<file path="src/rtl/scarv_cop_palu_mpadd_seq.sv">
// Multi-precision add/sub sequencer: one word per cycle through the packed adder, rsp len+1 cycles after accept (1 on length error).
// rsp held until rsp_ready; requests only taken in IDLE. Define SCARV_COP_MPADD_SEQ_ABORT_EN to add the abort input.
module scarv_cop_palu_mpadd_seq #(
  parameter int REG_AW  = 4,
  parameter int LEN_W   = 4,
  parameter int MAX_LEN = 8
) (
  input  logic              g_clk,
  input  logic              g_reset,
`ifdef SCARV_COP_MPADD_SEQ_ABORT_EN
  input  logic              abort,
`endif
  input  logic              req_valid,
  output logic              req_ready,
  input  logic [REG_AW-1:0] req_rs1,
  input  logic [REG_AW-1:0] req_rs2,
  input  logic [REG_AW-1:0] req_rd,
  input  logic [LEN_W-1:0]  req_len,
  input  logic              req_sub,
  input  logic              req_ci,
  output logic [REG_AW-1:0] rf_raddr1,
  output logic [REG_AW-1:0] rf_raddr2,
  input  logic [31:0]       rf_rdata1,
  input  logic [31:0]       rf_rdata2,
  output logic              rf_wen,
  output logic [REG_AW-1:0] rf_waddr,
  output logic [31:0]       rf_wdata,
  output logic [31:0]       add_a,
  output logic [31:0]       add_b,
  output logic [2:0]        add_pw,
  output logic              add_sub,
  output logic              add_ci,
  input  logic [31:0]       add_c,
  input  logic              add_co,
  output logic              rsp_valid,
  input  logic              rsp_ready,
  output logic              rsp_co,
  output logic              rsp_err
);

  localparam logic [2:0]     SCARV_COP_PW_1 = 3'b001;
  localparam logic [LEN_W:0] MAX_LEN_W      = (LEN_W+1)'(MAX_LEN);

  typedef enum logic [1:0] {
    S_IDLE = 2'd0,
    S_RUN  = 2'd1,
    S_DONE = 2'd2
  } state_t;

  state_t            state_q, state_d;
  logic [REG_AW-1:0] rs1_q, rs1_d;
  logic [REG_AW-1:0] rs2_q, rs2_d;
  logic [REG_AW-1:0] rd_q, rd_d;
  logic [LEN_W-1:0]  len_q, len_d;
  logic [LEN_W-1:0]  idx_q, idx_d;
  logic              sub_q, sub_d;
  logic              ci_q, ci_d;
  logic              carry_q, carry_d;
  logic              err_q, err_d;

  logic              abort_w;
  logic              len_bad;
  logic              last_word;
  logic [REG_AW-1:0] idx_a;

`ifdef SCARV_COP_MPADD_SEQ_ABORT_EN
  assign abort_w = abort;
`else
  assign abort_w = 1'b0;
`endif

  assign len_bad   = (req_len == '0) || ({1'b0, req_len} > MAX_LEN_W);
  assign last_word = (idx_q == (len_q - LEN_W'(1)));
  assign idx_a     = REG_AW'(idx_q);

  always_ff @(posedge g_clk) begin
    if (g_reset) begin
      state_q <= S_IDLE;
    end else begin
      state_q <= state_d;
    end
  end

  always_comb begin
    state_d = state_q;
    case (state_q)
      S_IDLE: begin
        if (req_valid) begin
          state_d = len_bad ? S_DONE : S_RUN;
        end
      end
      S_RUN: begin
        if (abort_w) begin
          state_d = S_IDLE;
        end else if (last_word) begin
          state_d = S_DONE;
        end
      end
      S_DONE: begin
        // abort outranks rsp_ready: either way the response is gone
        if (abort_w || rsp_ready) begin
          state_d = S_IDLE;
        end
      end
      default: state_d = S_IDLE;
    endcase
  end

  always_comb begin
    rs1_d   = rs1_q;
    rs2_d   = rs2_q;
    rd_d    = rd_q;
    len_d   = len_q;
    idx_d   = idx_q;
    sub_d   = sub_q;
    ci_d    = ci_q;
    carry_d = carry_q;
    err_d   = err_q;
    case (state_q)
      S_IDLE: begin
        if (req_valid) begin
          rs1_d   = req_rs1;
          rs2_d   = req_rs2;
          rd_d    = req_rd;
          len_d   = req_len;
          sub_d   = req_sub;
          ci_d    = req_ci;
          idx_d   = '0;
          carry_d = 1'b0;
          err_d   = len_bad;
        end
      end
      S_RUN: begin
        if (!abort_w) begin
          carry_d = add_co;
          idx_d   = idx_q + LEN_W'(1);
        end
      end
      default: begin
      end
    endcase
  end

  always_ff @(posedge g_clk) begin
    if (g_reset) begin
      rs1_q   <= '0;
      rs2_q   <= '0;
      rd_q    <= '0;
      len_q   <= '0;
      idx_q   <= '0;
      sub_q   <= 1'b0;
      ci_q    <= 1'b0;
      carry_q <= 1'b0;
      err_q   <= 1'b0;
    end else begin
      rs1_q   <= rs1_d;
      rs2_q   <= rs2_d;
      rd_q    <= rd_d;
      len_q   <= len_d;
      idx_q   <= idx_d;
      sub_q   <= sub_d;
      ci_q    <= ci_d;
      carry_q <= carry_d;
      err_q   <= err_d;
    end
  end

  always_comb begin
    req_ready = 1'b0;
    rf_raddr1 = '0;
    rf_raddr2 = '0;
    rf_wen    = 1'b0;
    rf_waddr  = '0;
    rf_wdata  = '0;
    add_a     = '0;
    add_b     = '0;
    add_pw    = SCARV_COP_PW_1;
    add_sub   = 1'b0;
    add_ci    = 1'b0;
    rsp_valid = 1'b0;
    rsp_co    = 1'b0;
    rsp_err   = 1'b0;
    case (state_q)
      S_IDLE: begin
        req_ready = 1'b1;
      end
      S_RUN: begin
        // Read data is combinational, so word i+1 sees the word-i write
        rf_raddr1 = rs1_q + idx_a;
        rf_raddr2 = rs2_q + idx_a;
        rf_waddr  = rd_q + idx_a;
        add_a     = rf_rdata1;
        add_b     = rf_rdata2;
        add_sub   = sub_q;
        add_ci    = (idx_q == '0) ? ci_q : carry_q;
        rf_wdata  = add_c;
        rf_wen    = !abort_w && !g_reset;
      end
      S_DONE: begin
        rsp_valid = 1'b1;
        rsp_co    = carry_q;
        rsp_err   = err_q;
      end
      default: begin
      end
    endcase
  end

endmodule

</file>
<file path="config.mk">
export PLATFORM = sky130hd
export DESIGN_NAME = scarv_cop_palu_mpadd_seq
export DESIGN_NICKNAME = d
export VERILOG_FILES = /design/src/rtl/scarv_cop_palu_mpadd_seq.sv
export SDC_FILE = /design/constraint.sdc
export NUM_CORES = 1
export LEC_CHECK = 0
export ABC_AREA = 1
export CAP_MARGIN = 25
export CORE_UTILIZATION = 30
export DETAILED_ROUTE_END_ITERATION = 10
export PLACE_DENSITY = 0.81
export SETUP_SLACK_MARGIN = 0.2
export SLEW_MARGIN = 20
export SYNTH_ARGS = -nofsm -noshare
export SYNTH_HDL_FRONTEND = slang
export SYNTH_SLANG_ARGS = --single-unit
</file>
<file path="constraint.sdc">
create_clock -name g_clk -period 2.01 [get_ports g_clk]
set_clock_uncertainty 0.2 [all_clocks]
set_input_delay 0.3015 -clock g_clk [delete_from_list [all_inputs] [get_ports g_clk]]
set_output_delay 0.3015 -clock g_clk [all_outputs]
set_load 0.03 [all_outputs]
</file>
==> impl_metrics.csv, run 1 <==
group,metric,value,unit
outcome,status,"finished with violations",
outcome,violations,"setup timing",
placed_design,io_buffers,233,
synth,syn_inst,428,
detailed_routing,wl,15.59,mm
floorplan,core,8341,sq um
worst_setup_path,required,1.51,ns
global_route,grt_pass1_vias,3922,
finish,nNetsFinal,833,
synth,synth_top_cell_by_area,"dfxtp_1",
cts,clock_latency,0.29,ns
worst_setup_path,crit_path_top_delay_cell,"fa_2",
worst_setup_path,r2r_start,"idx_a[1]$_SDFFE_PP0P_",
detailed_routing,via_per_inst,4.756,
placed_design,place_ws,0.05561,ns
timing,slew_violations,0,
floorplan,start_util,31.50,%
global_route,globalRouteOverflowTotal,0,
worst_setup_path,r2r_slack,0.27,ns
synth,synth_area_leaders,"dfxtp_1, inv_1, nor2_1, nor2_4, ha_1",
cts,cts_tree,"yes",
cts,cts_buffers,3,
synth,synth-seq-cells,26,
worst_setup_path,path_buf_inv,2,
finish,stdcell_area,6963,sq um
timing,fin_crit_sh,109.9,%
finish,drive_gt1_share,49.14,%
floorplan,die_area,9136,sq um
timing,rsz0062_at_grt,"yes",
finish,post-route-util,83.48,%
floorplan,die-height,95.59,um
worst_setup_path,path_cells,"ha_4 -> fa_2 -> inv_2 -> nor2_4 -> buf_6",
floorplan,ios,237,
flow_run,cap_viol_max_count,0,
power,peakVddDrop,0.0005088,V
cts,cts-root-buf,"clkbuf_8",
worst_setup_path,startpoint,"idx_a[0]$_SDFFE_PP0P_",
min_path,hp-class,"reg2reg",
synth,syn_area_per_cell,6.139,sq um
timing,setup_viol,35,
global_route,grt_max_degree,25,
cts,clkTransAtPathRegs,0.10,ns
min_path,worstHoldStart,"carry_q$_SDFFE_PP0P_",
synth,synth_common_cells,"inv_1, nor2_1, nor2_4",
global_route,antenna_found_initial,0,
floorplan,dieWidth,95.59,um
synth,ys_dominant_reg_cell,"dfxtp_1",
synth,yosysMostFrequentCell,"inv_1",
detailed_routing,first_pass_iters,6,
placed_design,dpl_cell_area,4994,sq um
finish,syn_to_final_growth,165.0,%
detailed_routing,num_vias,3819,
worst_setup_path,cpPeakStageDelay,0.54,ns
global_route,grt.total_usage,30.64,%
power,finalPower,3.382,mW
global_route,grt_pass1_wl,21.00,mm
synth,synth.distinct_cells,29,
timing,whs,0.3263,ns
synth,synth_edf_count,0,
timing,finalWorstSetupSlack,-0.1986,ns
timing,max_freq,452.8,MHz
power,powerDensity,485.7,nW/um^2
floorplan,placementRows,33,
timing,hold_viol,0,
finish,fill_cells,449,
worst_setup_path,cp_max_fo,4,
worst_setup_path,path_class,"reg2out",
finish,regArea,539.3,sq um
detailed_routing,drc,0,
detailed_routing,drtAntennaViolNets,0,
cts,ctsHoldBuffers,0,
power,leakage,3.171,nW
cts,cts_num_sinks,26,
detailed_routing,wl_per_cell,19.41,um
timing,fin_crit,2.209,ns
worst_setup_path,end_kind,"output port",
cts,cts_buffer_depth,2,
synth,ys_seq_area_share,19.81,%
worst_setup_path,start_kind,"register",
worst_setup_path,crit_arrival,1.71,ns
finish,diodes,0,
synth,yosysWarnings,0,
placed_design,place.gp.congestion,0.8114,
synth,netlist_area,2628,sq um
finish,multiInputGateArea,2311,sq um
detailed_routing,drt_iter0_markers,105,
synth,yosysTopAreaCellShare,19.81,%
worst_setup_path,cpLargestDelayFamily,"adder cells",
cts,cts_max_level,1,
synth,synth-async-reset-ratio,0,%
placed_design,hpwlAfterDp,8.067,mm
-- power by group --
part / internal (mW) / leakage [nW] / switching [mW] / total (mW)
Clock: 0.268 / 0.0357 / 0.191 / 0.458
Sequential: 0.579 / 0.219 / 0.0675 / 0.646
Combinational: 1.07 / 2.92 / 1.21 / 2.28
-- state kept, by name, summed over array words and instances (netlist names), 2 cells and up --
| name | flops |
|---|---|
| rs1_q | 4 |
| state_q | 2 |
| len_q | 4 |
| idx_a | 4 |
| rd_q | 4 |
| rs2_q | 4 |
-- metal layers --
metal,vias to the layer above,part of all wire [%],GRT usage (%)
met3,57,7.7,7.018
met4,0,4.4,13.93
met1,1799,34,32.35
met5,-,0,0
met2,196,54,57.20
li1,1767,-,-
-- final cells by class --
cell class | count | area share, %
clock buffer | 3 | 0.5930
clock inverter | 1 | 0.4313
timing repair inverter | 3 | 0.7547
timing repair buffer | 282 | 48.37
sequential | 26 | 7.745
tap | 105 | 1.887
multi-input combinational | 258 | 33.19
inverter | 125 | 7.026
-- worst register-to-register path, cell delays in order (launching register included) --
cell and delay, ns:
dfxtp_4 0.42, buf_6 0.15, buf_4 0.13, nand2_2 0.09, inv_2 0.05, nor2_2 0.09
nand2_1 0.06, nor2_2 0.10, nand2_1 0.09, nand2_2 0.10, nand2_2 0.06, a21oi_2 0.12
-- path summary, 6_finish.rpt --
path / endpoint / depth (start not counted)
setup / recovery: rf_waddr[1] / 5
hold / removal: carry_q$_SDFFE_PP0P_ / 1
setup reg to reg: state_q[1]$_SDFFE_PP0P_ / 11
hold reg to reg: carry_q$_SDFFE_PP0P_ / 1
-- through the flow --
step | TNS (ns) | std cells
2_1_floorplan | 0 | 429
4_1_cts | -1.250 | 794
6_report | -1.220 | 803
3_5_place_dp | 0 | 760
5_1_grt | -5.500 | 803
3_3_place_gp | 0 | 760
-- timing repair --
| item | in CTS | in global routing |
|---|---|---|
| pin swaps | 11 | 28 |
| endpoints found under the setup margin | 115 | 115 |
| gates cloned | 15 | 0 |
| gates resized for setup | 316 | 49 |
| setup buffers | 15 | 9 |
-- cells by family after synthesis --
| group | share of synthesized area, % |
|---|---|
| AO/OA/AOI/OAI | 9.477 |
| adder cells (fa/ha/maj) | 8.000 |
| other | 0.2858 |
| XOR/XNOR | 2.333 |
| buffers and inverters | 23.33 |
| AND/OR/NAND/NOR | 36.76 |
| flip-flops | 19.81 |
-- cells in the final DEF, fill, tap and decap left out, types with 4 or more instances in the layout --
| cell type | netlist | routed |
|---|---|---|
| nor2_1 | 115 | 33 |
| inv_2 | 5 | 10 |
| buf_6 | 1 | 103 |
| buf_12 | 0 | 24 |
| ha_4 | 0 | 10 |
| nand3_1 | 11 | 8 |
| buf_16 | 0 | 13 |
| o21ai_2 | 0 | 4 |
| inv_1 | 120 | 112 |
| a21oi_1 | 16 | 8 |
| nand2_2 | 1 | 7 |
| o21ai_0 | 22 | 18 |
| nor2_2 | 0 | 8 |
| clkdlybuf4s50_1 | 0 | 118 |
| nand2_1 | 27 | 21 |
| buf_4 | 4 | 18 |
| a21oi_2 | 0 | 6 |
| dfxtp_2 | 0 | 6 |
| dfxtp_1 | 26 | 17 |
| nor2_4 | 32 | 106 |
(Power assumes the default switching activity.)
==> inputs of run 2 (changes only) <==
- CTS_CLUSTER_SIZE: not set -> 30
- SLEW_MARGIN: 20 -> not set
- clock period: 2.01 -> 2.68 ns (I/O delays scaled with it)
==> run 2 against run 1 <==
The flow now finishes without violations. Global-route usage is 12 points lower. Worst setup slack gained 0.48 ns. Total power is 50% lower. Register-to-register slack improved by 0.67 ns. Highest routed layer unchanged.
==> impl_metrics.csv, run 2 (synthesis results as in run 1) <==
group,metric,value,unit
finish,post-route-util,59.78,%
timing,setup_viol,0,
detailed_routing,via_per_inst,4.294,
placed_design,hpwlAfterDp,7.979,mm
placed_design,io_buffers,233,
timing,hold_viol,0,
floorplan,dieWidth,95.59,um
timing,tns,0,ns
min_path,worstHoldStart,"sub_q$_SDFFE_PP0P_",
floorplan,start_util,31.50,%
timing,max_freq,416.2,MHz
detailed_routing,num_vias,3268,
worst_setup_path,required,2.08,ns
placed_design,dpl_cell_area,5054,sq um
cts,postCtsSetupBuffers,0,
cts,cts_num_sinks,26,
min_path,hp-class,"reg2reg",
cts,cts_resized,108,
finish,nNetsFinal,792,
global_route,grt_pass1_vias,3089,
outcome,status,"finished, final reports clean",
finish,layout_commonest_cell,"clkdlybuf4s50_1",
floorplan,core,8341,sq um
global_route,grt_max_degree,39,
flow_run,cap_viol_max_count,0,
finish,drive_gt1_share,9.909,%
cts,cts_buffer_depth,2,
detailed_routing,drt_iter0_markers,80,
floorplan,ios,237,
cts,ctsHoldBuffers,0,
detailed_routing,wl_per_cell,12.60,um
timing,fin_crit,2.403,ns
worst_setup_path,r2r_slack,0.94,ns
worst_setup_path,startpoint,"idx_a[0]$_SDFFE_PP0P_",
power,peakVddDrop,0.0004029,V
worst_setup_path,ff2ff_path_depth,11,
global_route,grt_pass1_wl,13.88,mm
worst_setup_path,start_kind,"register",
min_path,min_to,"sub_q$_SDFFE_PP0P_",
worst_setup_path,r2r_start,"len_q[0]$_SDFFE_PP0P_",
cts,cts-root-buf,"clkbuf_8",
floorplan,die-height,95.59,um
floorplan,placementRows,33,
detailed_routing,first_pass_iters,4,
finish,stdcell_area,4986,sq um
detailed_routing,drtAntennaViolNets,0,
cts,clock_latency,0.27,ns
power,leakage,2.964,nW
timing,worst_pin_slew,0.6085,ns
min_path,hold_depth,2,
timing,slew_violations,0,
placed_design,place.gp.congestion,0.8437,
finish,syn_to_final_growth,89.76,%
global_route,antenna_found_initial,0,
finish,layout_common_cells,"clkdlybuf4s50_1, inv_1, nor2_1",
cts,cts_buffers,3,
finish,diodes,0,
worst_setup_path,end_kind,"output port",
power,powerDensity,341.6,nW/um^2
worst_setup_path,path_class,"reg2out",
global_route,globalRouteOverflowTotal,0,
cts,cts_tree,"yes",
detailed_routing,wl,9.591,mm
timing,whs,0.2571,ns
finish,fill_cells,804,
cts,cts_max_level,1,
worst_setup_path,cp_max_fo,7,
cts,clkTransAtPathRegs,0.09,ns
global_route,grt.total_usage,18.98,%
timing,rsz0062_at_grt,"no",
timing,fin_crit_sh,89.66,%
floorplan,die_area,9136,sq um
worst_setup_path,rr_endpoint,"state_q[1]$_SDFFE_PP0P_",
timing,maxSlewHeadroom,59.39,%
detailed_routing,drc,0,
worst_setup_path,crit_arrival,1.80,ns
-- run 2: worst max-delay path by stage --
stage	endpoint	cells after the start
2_1_floorplan	add_ci	5
3_3_place_gp	rf_raddr1[1]	5
3_5_place_dp	rf_raddr1[1]	5
4_1_cts	rf_raddr1[1]	5
5_1_grt	rf_wdata[4]	5
6_report	rf_waddr[2]	5
-- run 2: final cells by class --
cell class              count  area (sq um)  area share, %
repair buffers            244          2320          46.52
clock buffers               3         41.29         0.8281
multi-input cells         258          1498          30.04
well taps                 105         131.4          2.635
inverters                 125         471.7          9.460
flip-flops and latches     26         524.3          10.51
-- run 2: power by group --
part           switching, mW  leakage, nW  internal (mW)
Combinational          0.600         2.73          0.411
Clock                  0.122       0.0216          0.101
Sequential            0.0371        0.216          0.433
-- run 2: metrics by stage --
stage	total power, mW	std cells	worst slack, ns
2_1_floorplan	1.094	429	0.5961
3_3_place_gp	1.535	758	0.1768
3_5_place_dp	1.559	758	0.1157
4_1_cts	1.717	761	0.07620
5_1_grt	1.813	761	0.2012
6_report	1.703	761	0.2771
-- run 2: per-layer routing --
layer | vias to the layer above | GRT usage, % | wire length, um
met1 | 1455 | 20.99 | 3564
li1 | 1672 | - | -
met5 | - | 0 | 0
met2 | 128 | 37.08 | 5160
met4 | 0 | 5.846 | 176
met3 | 13 | 2.313 | 690
-- run 2: critical path, stage by stage (launching register included) --
cell	delay (ns)
dfxtp_2	0.38
ha_1	0.23
fa_1	0.39
xnor2_1	0.14
nor2_1	0.09
clkdlybuf4s15_2	0.31
==> inputs of run 3 (changes only) <==
- RECOVER_POWER: not set -> 50
==> run 3 against run 2 <==
Design area decreased by 3.2%. Count of clock-buffer cells in the layout unchanged. Non-clock buffer count unchanged. Fmax decreased by 4.0%. First-iteration DRC count decreased by 2.5%. Clock power about the same. Die area unchanged. Core utilization decreased by 1.9 points. Routed wire length increased by 0.27%. Highest routed layer unchanged. Via count increased by 0.80%. Cell count unchanged.
==> impl_metrics.csv, run 3 (synthesis results as in run 1) <==
group,metric,value,unit
cts,cts_buffer_depth,2,
cts,postCtsSetupBuffers,0,
global_route,grt-busiest-layer,"met2",
outcome,status,"finished, final reports clean",
timing,max_freq,399.5,MHz
finish,layout_commonest_cell,"nor2_1",
timing,maxSlewHeadroom,53.50,%
timing,hold_viol,0,
global_route,grt_pass1_wl,13.88,mm
power,netSwitchingFraction,44.55,%
finish,layout_common_cells,"nor2_1, clkdlybuf4s50_1, inv_1",
floorplan,placementRows,33,
placed_design,hpwlAfterDp,7.979,mm
detailed_routing,wl_per_cell,12.64,um
global_route,antenna_found_initial,0,
cts,cts-root-buf,"clkbuf_8",
cts,cts_max_level,1,
global_route,grt_use_met2,37.08,%
power,peakVddDrop,0.0003995,V
global_route,globalRouteOverflowTotal,0,
cts,clkTransAtPathRegs,0.09,ns
floorplan,die-height,95.59,um
placed_design,place.gp.congestion,0.8437,
timing,worst_pin_slew,0.6968,ns
cts,clock_latency,0.27,ns
finish,drive_gt1_share,7.317,%
worst_setup_path,required,2.08,ns
floorplan,die_area,9136,sq um
power,powerDensity,345.7,nW/um^2
cts,cts_tree,"yes",
power,power_frac_seq,28.2,%
power,clkPwrFrac,13.5,%
power,combPwrFrac,58.4,%
worst_setup_path,crit_arrival,1.90,ns
global_route,grt_pass1_vias,3089,
timing,setup_viol,0,
power,p_int,925.1,uW
timing,tns,0,ns
timing,fin_crit_sh,93.39,%
timing,finalWorstSetupSlack,0.1771,ns
worst_setup_path,cp_max_fo,7,
floorplan,dieWidth,95.59,um
worst_setup_path,end_kind,"output port",
flow_run,cap_viol_max_count,0,
cts,cts_buffers,3,
detailed_routing,num_vias,3294,
floorplan,core,8341,sq um
global_route,grt_use_met1,20.99,%
timing,rsz0062_at_grt,"no",
cts,cts_num_sinks,26,
timing,slew_violations,0,
finish,nNetsFinal,792,
floorplan,start_util,31.50,%
power,leakage,2.829,nW
detailed_routing,via_per_inst,4.329,
detailed_routing,drt_iter0_markers,78,
timing,fin_crit,2.503,ns
power,power.net_switching,743.3,uW
detailed_routing,drc,0,
placed_design,io_buffers,233,
worst_setup_path,path_class,"reg2out",
placed_design,place_ws,0.1157,ns
worst_setup_path,start_kind,"register",
detailed_routing,drtAntennaViolNets,0,
finish,diodes,0,
floorplan,ios,237,
detailed_routing,first_pass_iters,4,
global_route,grt.total_usage,18.98,%
finish,fill_cells,836,
global_route,grt_util_met3,2.313,%
min_path,hp-class,"reg2reg",
finish,syn_to_final_growth,83.67,%
power,finalPower,1.668,mW
global_route,grt_max_degree,39,
detailed_routing,wl,9.617,mm
-- run 3: per-layer routing --
| metal | share of wire [%] | wire, um |
|---|---|---|
| met1 | 37 | 3540 |
| met2 | 53 | 5127 |
| met3 | 7.9 | 763 |
| met4 | 1.9 | 186 |
| met5 | 0 | 0 |
-- run 3: repair_timing --
item / CTS / global route
hold buffers: 0 / 0
setup endpoints to repair: 99 / 16
pin swaps: 0 / 0
gates resized for setup: 108 / 14
endpoints found under the hold margin: 0 / 0
-- run 3: final timing paths --
check	startpoint	end	slack [ns]	cells after the start
worst max-delay path	idx_a[0]$_SDFFE_PP0P_	rf_waddr[1]	0.18	5
worst min-delay path	sub_q$_SDFFE_PP0P_	sub_q$_SDFFE_PP0P_	0.26	2
worst max register to register	state_q[1]$_SDFFE_PP0P_	carry_q$_SDFFE_PP0P_	0.64	6
worst min register to register	sub_q$_SDFFE_PP0P_	sub_q$_SDFFE_PP0P_	0.26	2
-- run 3: power by group through the flow --
stage               clock network [mW]  logic, mW  registers [mW]
CTS                              0.229       1.02           0.470
finish                           0.225      0.974           0.470
detailed placement                   0       1.08           0.478
global placement                     0       1.06           0.474
global route                     0.244       1.06           0.476
floorplan                            0      0.626           0.468
-- run 3: critical path, cell delays in order (launching register included) --
cell and delay, ns:
dfxtp_1 0.40, ha_1 0.25, fa_1 0.48, inv_1 0.06
nor2_4 0.10, clkbuf_1 0.34
-- run 3: stage by stage --
step / hold WS, ns / cells / area [sq um] / util, %
after floorplan: 0.2301 / 429 / 2631 / -
after global placement: 0.2437 / 758 / 5054 / 60.59
after detailed placement: 0.2487 / 758 / 5054 / 60.59
after CTS: 0.2625 / 761 / 4982 / 59.74
after global routing: 0.2858 / 761 / 4826 / 57.86
final: 0.2582 / 761 / 4826 / 57.86
-- run 3: layout make-up --
cell class              count  area (sq um)  share of cell area [%]
clock buffers               3         41.29                  0.8556
inverters                 125         471.7                   9.774
multi-input cells         258          1408                   29.17
flip-flops and latches     26         523.0                   10.84
well taps                 105         131.4                   2.722
repair buffers            244          2251                   46.64
